### config.mk
export PLATFORM = sky130hd
export DESIGN_NAME = display_scan_ctrl
export DESIGN_NICKNAME = d
export VERILOG_FILES = /design/src/rtl/display_scan_ctrl.sv
export SDC_FILE = /design/constraint.sdc
export NUM_CORES = 1
export LEC_CHECK = 0
export CAP_MARGIN = 40
export CORE_MARGIN = 4
export CORE_UTILIZATION = 56
export DETAILED_ROUTE_END_ITERATION = 8
export PLACE_DENSITY = 0.8
export SYNTH_ARGS = -nofsm -noshare
export SYNTH_HDL_FRONTEND = slang
export SYNTH_SLANG_ARGS = --single-unit
### constraint.sdc
create_clock -name i_Clk -period 3.98 [get_ports i_Clk]
set_input_delay 1.194 -clock i_Clk [delete_from_list [all_inputs] [get_ports i_Clk]]
set_output_delay 1.194 -clock i_Clk [all_outputs]
set_load 0.05 [all_outputs]
### src/rtl/display_scan_ctrl.sv
// Four-digit multiplexed hex display scanner with a double-buffered digit register.
// Writes land in a shadow copy that is committed to the displayed copy once per frame.
module display_scan_ctrl #(
    parameter int CLK_DIV      = 50000,
    parameter int BLANK_CYCLES = 500
) (
    input  logic        i_Clk,
    input  logic        i_Rst,
    input  logic        i_Wr,
    input  logic [1:0]  i_Addr,
    input  logic [3:0]  i_Data,
    input  logic        i_Wr_All,
    input  logic [15:0] i_Word,
    input  logic [3:0]  i_Mask,
    input  logic        i_Lz,
    output logic [3:0]  o_Anodo,
    output logic [1:0]  o_Sel,
    output logic [6:0]  o_Seg,
    output logic        o_Frame
);

    typedef enum logic {
        DRIVE = 1'b0,
        BLANK = 1'b1
    } state_t;

    localparam logic [15:0] LAST_CNT    = 16'(CLK_DIV - 1);
    localparam logic [15:0] BLANK_START = 16'(CLK_DIV - BLANK_CYCLES);
    localparam logic [6:0]  SEG_OFF     = 7'b1111111;

    state_t      state_q, state_d;
    logic [15:0] cnt_q, cnt_d;
    logic [1:0]  sel_q, sel_d;
    logic [15:0] shadow_q, shadow_d;
    logic [15:0] active_q, active_d;
    logic [3:0]  anodo_q, anodo_d;
    logic [6:0]  seg_q, seg_d;
    logic        frame_q, frame_d;
    logic        wrap;
    logic        commit;
    logic        suppress;
    logic [3:0]  digit;

    function automatic logic [6:0] glyph(input logic [3:0] v);
        logic [6:0] g;
        case (v)
            4'h0: g = 7'b1000000;
            4'h1: g = 7'b1111001;
            4'h2: g = 7'b0100100;
            4'h3: g = 7'b0110000;
            4'h4: g = 7'b0011001;
            4'h5: g = 7'b0010010;
            4'h6: g = 7'b0000010;
            4'h7: g = 7'b1111000;
            4'h8: g = 7'b0000000;
            4'h9: g = 7'b0010000;
            4'hA: g = 7'b0001000;
            4'hB: g = 7'b0000011;
            4'hC: g = 7'b1000110;
            4'hD: g = 7'b0100001;
            4'hE: g = 7'b0000110;
            default: g = 7'b0001110;
        endcase
        return g;
    endfunction

    // Next slot position; the output registers are loaded from this position so
    // anode, select and segments always describe the same cycle.
    always_comb begin
        wrap   = (cnt_q == LAST_CNT);
        cnt_d  = wrap ? 16'd0 : cnt_q + 16'd1;
        sel_d  = wrap ? sel_q + 2'd1 : sel_q;
        commit = wrap && (sel_q == 2'd3);

        state_d = state_q;
        case (state_q)
            DRIVE: if ((BLANK_CYCLES != 0) && (cnt_d == BLANK_START)) state_d = BLANK;
            BLANK: if (wrap) state_d = DRIVE;
            default: state_d = DRIVE;
        endcase
    end

    // The commit reads shadow_q, so a write in the commit cycle waits for the next frame.
    always_comb begin
        active_d = commit ? shadow_q : active_q;
        shadow_d = shadow_q;
        if (i_Wr_All) begin
            shadow_d = i_Word;
        end else if (i_Wr) begin
            shadow_d[i_Addr*4 +: 4] = i_Data;
        end
    end

    always_comb begin
        digit = active_d[sel_d*4 +: 4];
        case (sel_d)
            2'd1:    suppress = i_Lz && (active_d[15:4] == 12'h000);
            2'd2:    suppress = i_Lz && (active_d[15:8] == 8'h00);
            2'd3:    suppress = i_Lz && (active_d[15:12] == 4'h0);
            default: suppress = 1'b0;
        endcase

        anodo_d = 4'b1111;
        seg_d   = SEG_OFF;
        if (state_d == DRIVE) begin
            if (i_Mask[sel_d]) anodo_d = 4'b1111 ^ (4'b0001 << sel_d);
            seg_d = suppress ? SEG_OFF : glyph(digit);
        end
        frame_d = commit;
    end

    always_ff @(posedge i_Clk) begin
        if (i_Rst) begin
            state_q  <= DRIVE;
            cnt_q    <= 16'd0;
            sel_q    <= 2'd0;
            shadow_q <= 16'h0000;
            active_q <= 16'h0000;
            anodo_q  <= 4'b1110;
            seg_q    <= 7'b1000000;
            frame_q  <= 1'b0;
        end else begin
            state_q  <= state_d;
            cnt_q    <= cnt_d;
            sel_q    <= sel_d;
            shadow_q <= shadow_d;
            active_q <= active_d;
            anodo_q  <= anodo_d;
            seg_q    <= seg_d;
            frame_q  <= frame_d;
        end
    end

    assign o_Anodo = anodo_q;
    assign o_Sel   = sel_q;
    assign o_Seg   = seg_q;
    assign o_Frame = frame_q;

endmodule

==> flow_metrics.py <==
metrics = {
    "place": {
        "place_congestion": 0.936,
        "hpwl_um": 6090,
        "port-buffer-count": 44,
        "dpl.cell_count": 527,
        "pre_cts_slack_ns": 0.415,
    },
    "critical_path": {
        "worstPathMaxFanout": 21,
        "cp-end-kind": "flip-flop",
        "r2r-start": "cnt_q[10]",
        "critical_path_required_ns": 4.20,
        "crit_start": "cnt_q[10]",
        "reg2reg_depth": 12,
        "setup.worst_path.start_class": "flip-flop",
        "r2r_end": "o_Seg[3]",
        "cp.arrival_ns": 3.84,
        "path_class": "flip-flop to flip-flop",
        "reg2reg_slack_ns": 0.36,
    },
    "run": {
        "max_cap_viol_count": 0,
    },
    "grt": {
        "grt_first_pass_wirelength_um": 14000,
        "grt-busiest-layer": "met2",
        "grt_overflow_total": 0,
        "antenna_found_initial": 0,
        "grt_start_max_net_pins": 37,
        "track_usage_pct": 22.7,
        "grt_pass1_vias": 2963,
        "grt.met1_usage_pct": 29.9,
        "use_met3_pct": 4.00,
        "grt_util_met2_pct": 36.1,
    },
    "min_path": {
        "worstHoldPathType": "flip-flop to flip-flop",
        "hold_end": "active_q[2]",
        "hold_depth": 2,
        "min_from": "active_q[2]",
    },
    "clock_tree": {
        "clkLatencyLatePin_ns": 0.34,
        "cts_hold_buffers": 0,
        "cts_root_buf": "clkbuf_8",
        "numCtsBuffers": 9,
        "h-tree-depth": 3,
        "clkSlewWorstSetupHoldPaths_ns": 0.07,
        "tritoncts": "done",
        "cts-resized-gates": 0,
        "clk_path_buf_depth": 2,
        "cts_setup_buffers": 0,
        "clock-sinks": 63,
    },
    "power_and_ir_drop": {
        "p_leak_nw": 1.51,
        "power.density_nw_per_um2": 333,
        "vdd_drop_max_v": 0.000250,
    },
    "timing": {
        "fin_crit_sh_pct": 90.9,
        "hold_violations": 0,
        "slew_headroom_pct": 52.5,
        "slew_viol_final": 0,
        "finalClockSkew_ns": 0.0109,
        "rsz0062_at_grt": "false",
        "fin_crit_ns": 3.62,
        "timing.fmax_mhz": 276,
        "setup_viol": 0,
        "setup_ws_ns": 0.361,
        "worstMarginPinSlew_ns": 0.694,
        "finalSetupTns_ns": 0,
        "whs_ns": 0.468,
    },
    "synth": {
        "synth_cells": 423,
        "ys_seq_area_share_pct": 34.5,
        "synth_ff_type": "dfxtp_1",
        "ys_seq_elements": 63,
        "async_flop_share_pct": 0,
        "syn_avg_cell_area_um2": 8.64,
        "synth_edf_count": 0,
        "synth_area_um2": 3650,
        "ys_types": 59,
        "ys_warn_count": 0,
        "syn_nets": 466,
    },
    "routing": {
        "ant_nets": 0,
        "firstDrtPassIters": 6,
        "via_per_inst": 5.96,
        "drc": 0,
        "routedWlPerCell_um": 15.4,
        "wl_um": 8370,
        "initialDrtViolationCount": 322,
        "vias": 3234,
    },
    "outcome": {
        "status": "finished clean",
    },
    "floorplan": {
        "start_util_pct": 57.6,
        "core_um2": 6350,
        "die_w_um": 88.8,
        "die_area_um2": 7880,
        "die_h_um": 88.8,
        "ios": 45,
        "rows": 29,
    },
    "cells_and_area": {
        "diodes": 0,
        "nNetsFinal": 504,
        "num-fill-cells": 486,
        "instances_no_fill": 543,
        "area_growth_pct": 18.2,
        "drive_gt1_share_pct": 10.9,
    },
}
## worst max-delay path, stage by stage (launching register included)
cell	delay, ns
dfxtp_1	0.38
or4_4	0.60
nor4_4	0.35
buf_4	0.32
xor2_1	0.32
a211oi_1	0.10
o22ai_2	0.32
inv_1	0.14
ha_1	0.30
inv_1	0.05
mux4_1	0.48
inv_1	0.08
a21oi_2	0.05
## routing by layer
layer	wire [um]	vias to the layer above
met4	176	0
met1	3670	1494
met3	603	16
li1	-	1582
met5	0	-
met2	3920	142
## cell usage after synthesis, types with 3 or more instances
| cell | n | area (um2) |
|---|---|---|
| nor3_1 | 6 | 30.0 |
| inv_1 | 14 | 52.6 |
| buf_6 | 6 | 67.6 |
| nand2b_1 | 7 | 43.8 |
| a221oi_1 | 9 | 78.8 |
| nor4_4 | 3 | 63.8 |
| mux2i_1 | 15 | 150 |
| o211ai_1 | 5 | 37.5 |
| mux4_2 | 7 | 158 |
| o21ai_0 | 4 | 20.0 |
| xnor2_1 | 13 | 114 |
| nor4_1 | 12 | 75.1 |
| or3_1 | 4 | 25.0 |
| xor2_1 | 6 | 52.6 |
| nor2b_1 | 3 | 18.8 |
| nand2_1 | 62 | 233 |
| clkbuf_1 | 10 | 37.5 |
| dfxtp_1 | 63 | 1260 |
| a21oi_1 | 29 | 145 |
| a211oi_1 | 3 | 22.5 |
| a21boi_0 | 3 | 22.5 |
| nand3_1 | 12 | 60.1 |
| ha_1 | 12 | 150 |
| mux2_2 | 8 | 90.1 |
| nor2_1 | 58 | 218 |
| nand4_1 | 8 | 50.1 |
## cell families (layout without fill, tap and decap cells)
group,count (synthesis),in the layout,share of synthesized area (%)
AOI/OAI and AO/OA,72,72,13.6
xor gates and xnor gates,19,19,4.55
DFF,63,63,34.5
buffers and inverters,37,80,5.89
adders and majority gates,12,12,4.11
and+or+nand+nor,189,189,25.8
muxes,31,31,11.6
## through the flow
step	cell area, um2	total power, mW	util (%)
2_1_floorplan	3650	0.724	-
3_3_place_gp	4070	0.770	64.2
3_5_place_dp	4070	0.771	64.2
4_1_cts	4320	1.45	68.0
5_1_grt	4320	1.49	68.0
6_report	4320	1.44	68.0
## how the worst max path moves through the flow
stage	cells after the start	endpoint	slack (ns)
after floorplan	11	o_Seg[3]	0.58
after global placement	12	o_Seg[3]	0.59
after detailed placement	12	o_Seg[3]	0.42
after CTS	12	o_Seg[3]	0.39
after global routing	13	o_Seg[3]	0.10
final	12	o_Seg[3]	0.36
## sequential cells by signal (all words and copies together) (netlist names)
name / cells
cnt_q: 16
o_Seg: 7
shadow_q: 16
o_Frame: 1
o_Anodo: 4
state_q: 1
active_q: 16
o_Sel: 2
## cell usage in the layout (no fill, tap or decap), types with 3 or more instances in the layout
cell type,instances
nor3_1,6
nand4_1,8
nand2b_1,7
nor4_1,12
nand2_1,62
nor2b_1,3
buf_4,6
mux2_2,8
or3_1,4
o211ai_1,5
ha_1,12
inv_1,14
xor2_1,6
a21boi_0,3
dfxtp_1,63
xnor2_1,13
a221oi_1,9
nand3_1,12
o21ai_0,4
nor2_1,58
clkbuf_8,10
a211oi_1,3
mux2i_1,15
mux4_2,7
clkdlybuf4s50_1,44
nor4_4,3
a21oi_1,29
bufinv_16,3
## power by group
part	internal (mW)	total [mW]	switching, mW
clock network	0.431	0.679	0.248
registers	0.643	0.658	0.0151
logic	0.0512	0.100	0.0490
## layout make-up
type	instances	area (um2)	area share, %
clock inverter	6	108	2.49
multi-input combinational	323	2180	50.4
clock buffer	10	138	3.19
tap	77	96.3	2.23
timing repair buffer	50	485	11.2
inverter	14	52.6	1.22
sequential	63	1260	29.2
No activity file was read; power rests on OpenSTA's default activity.
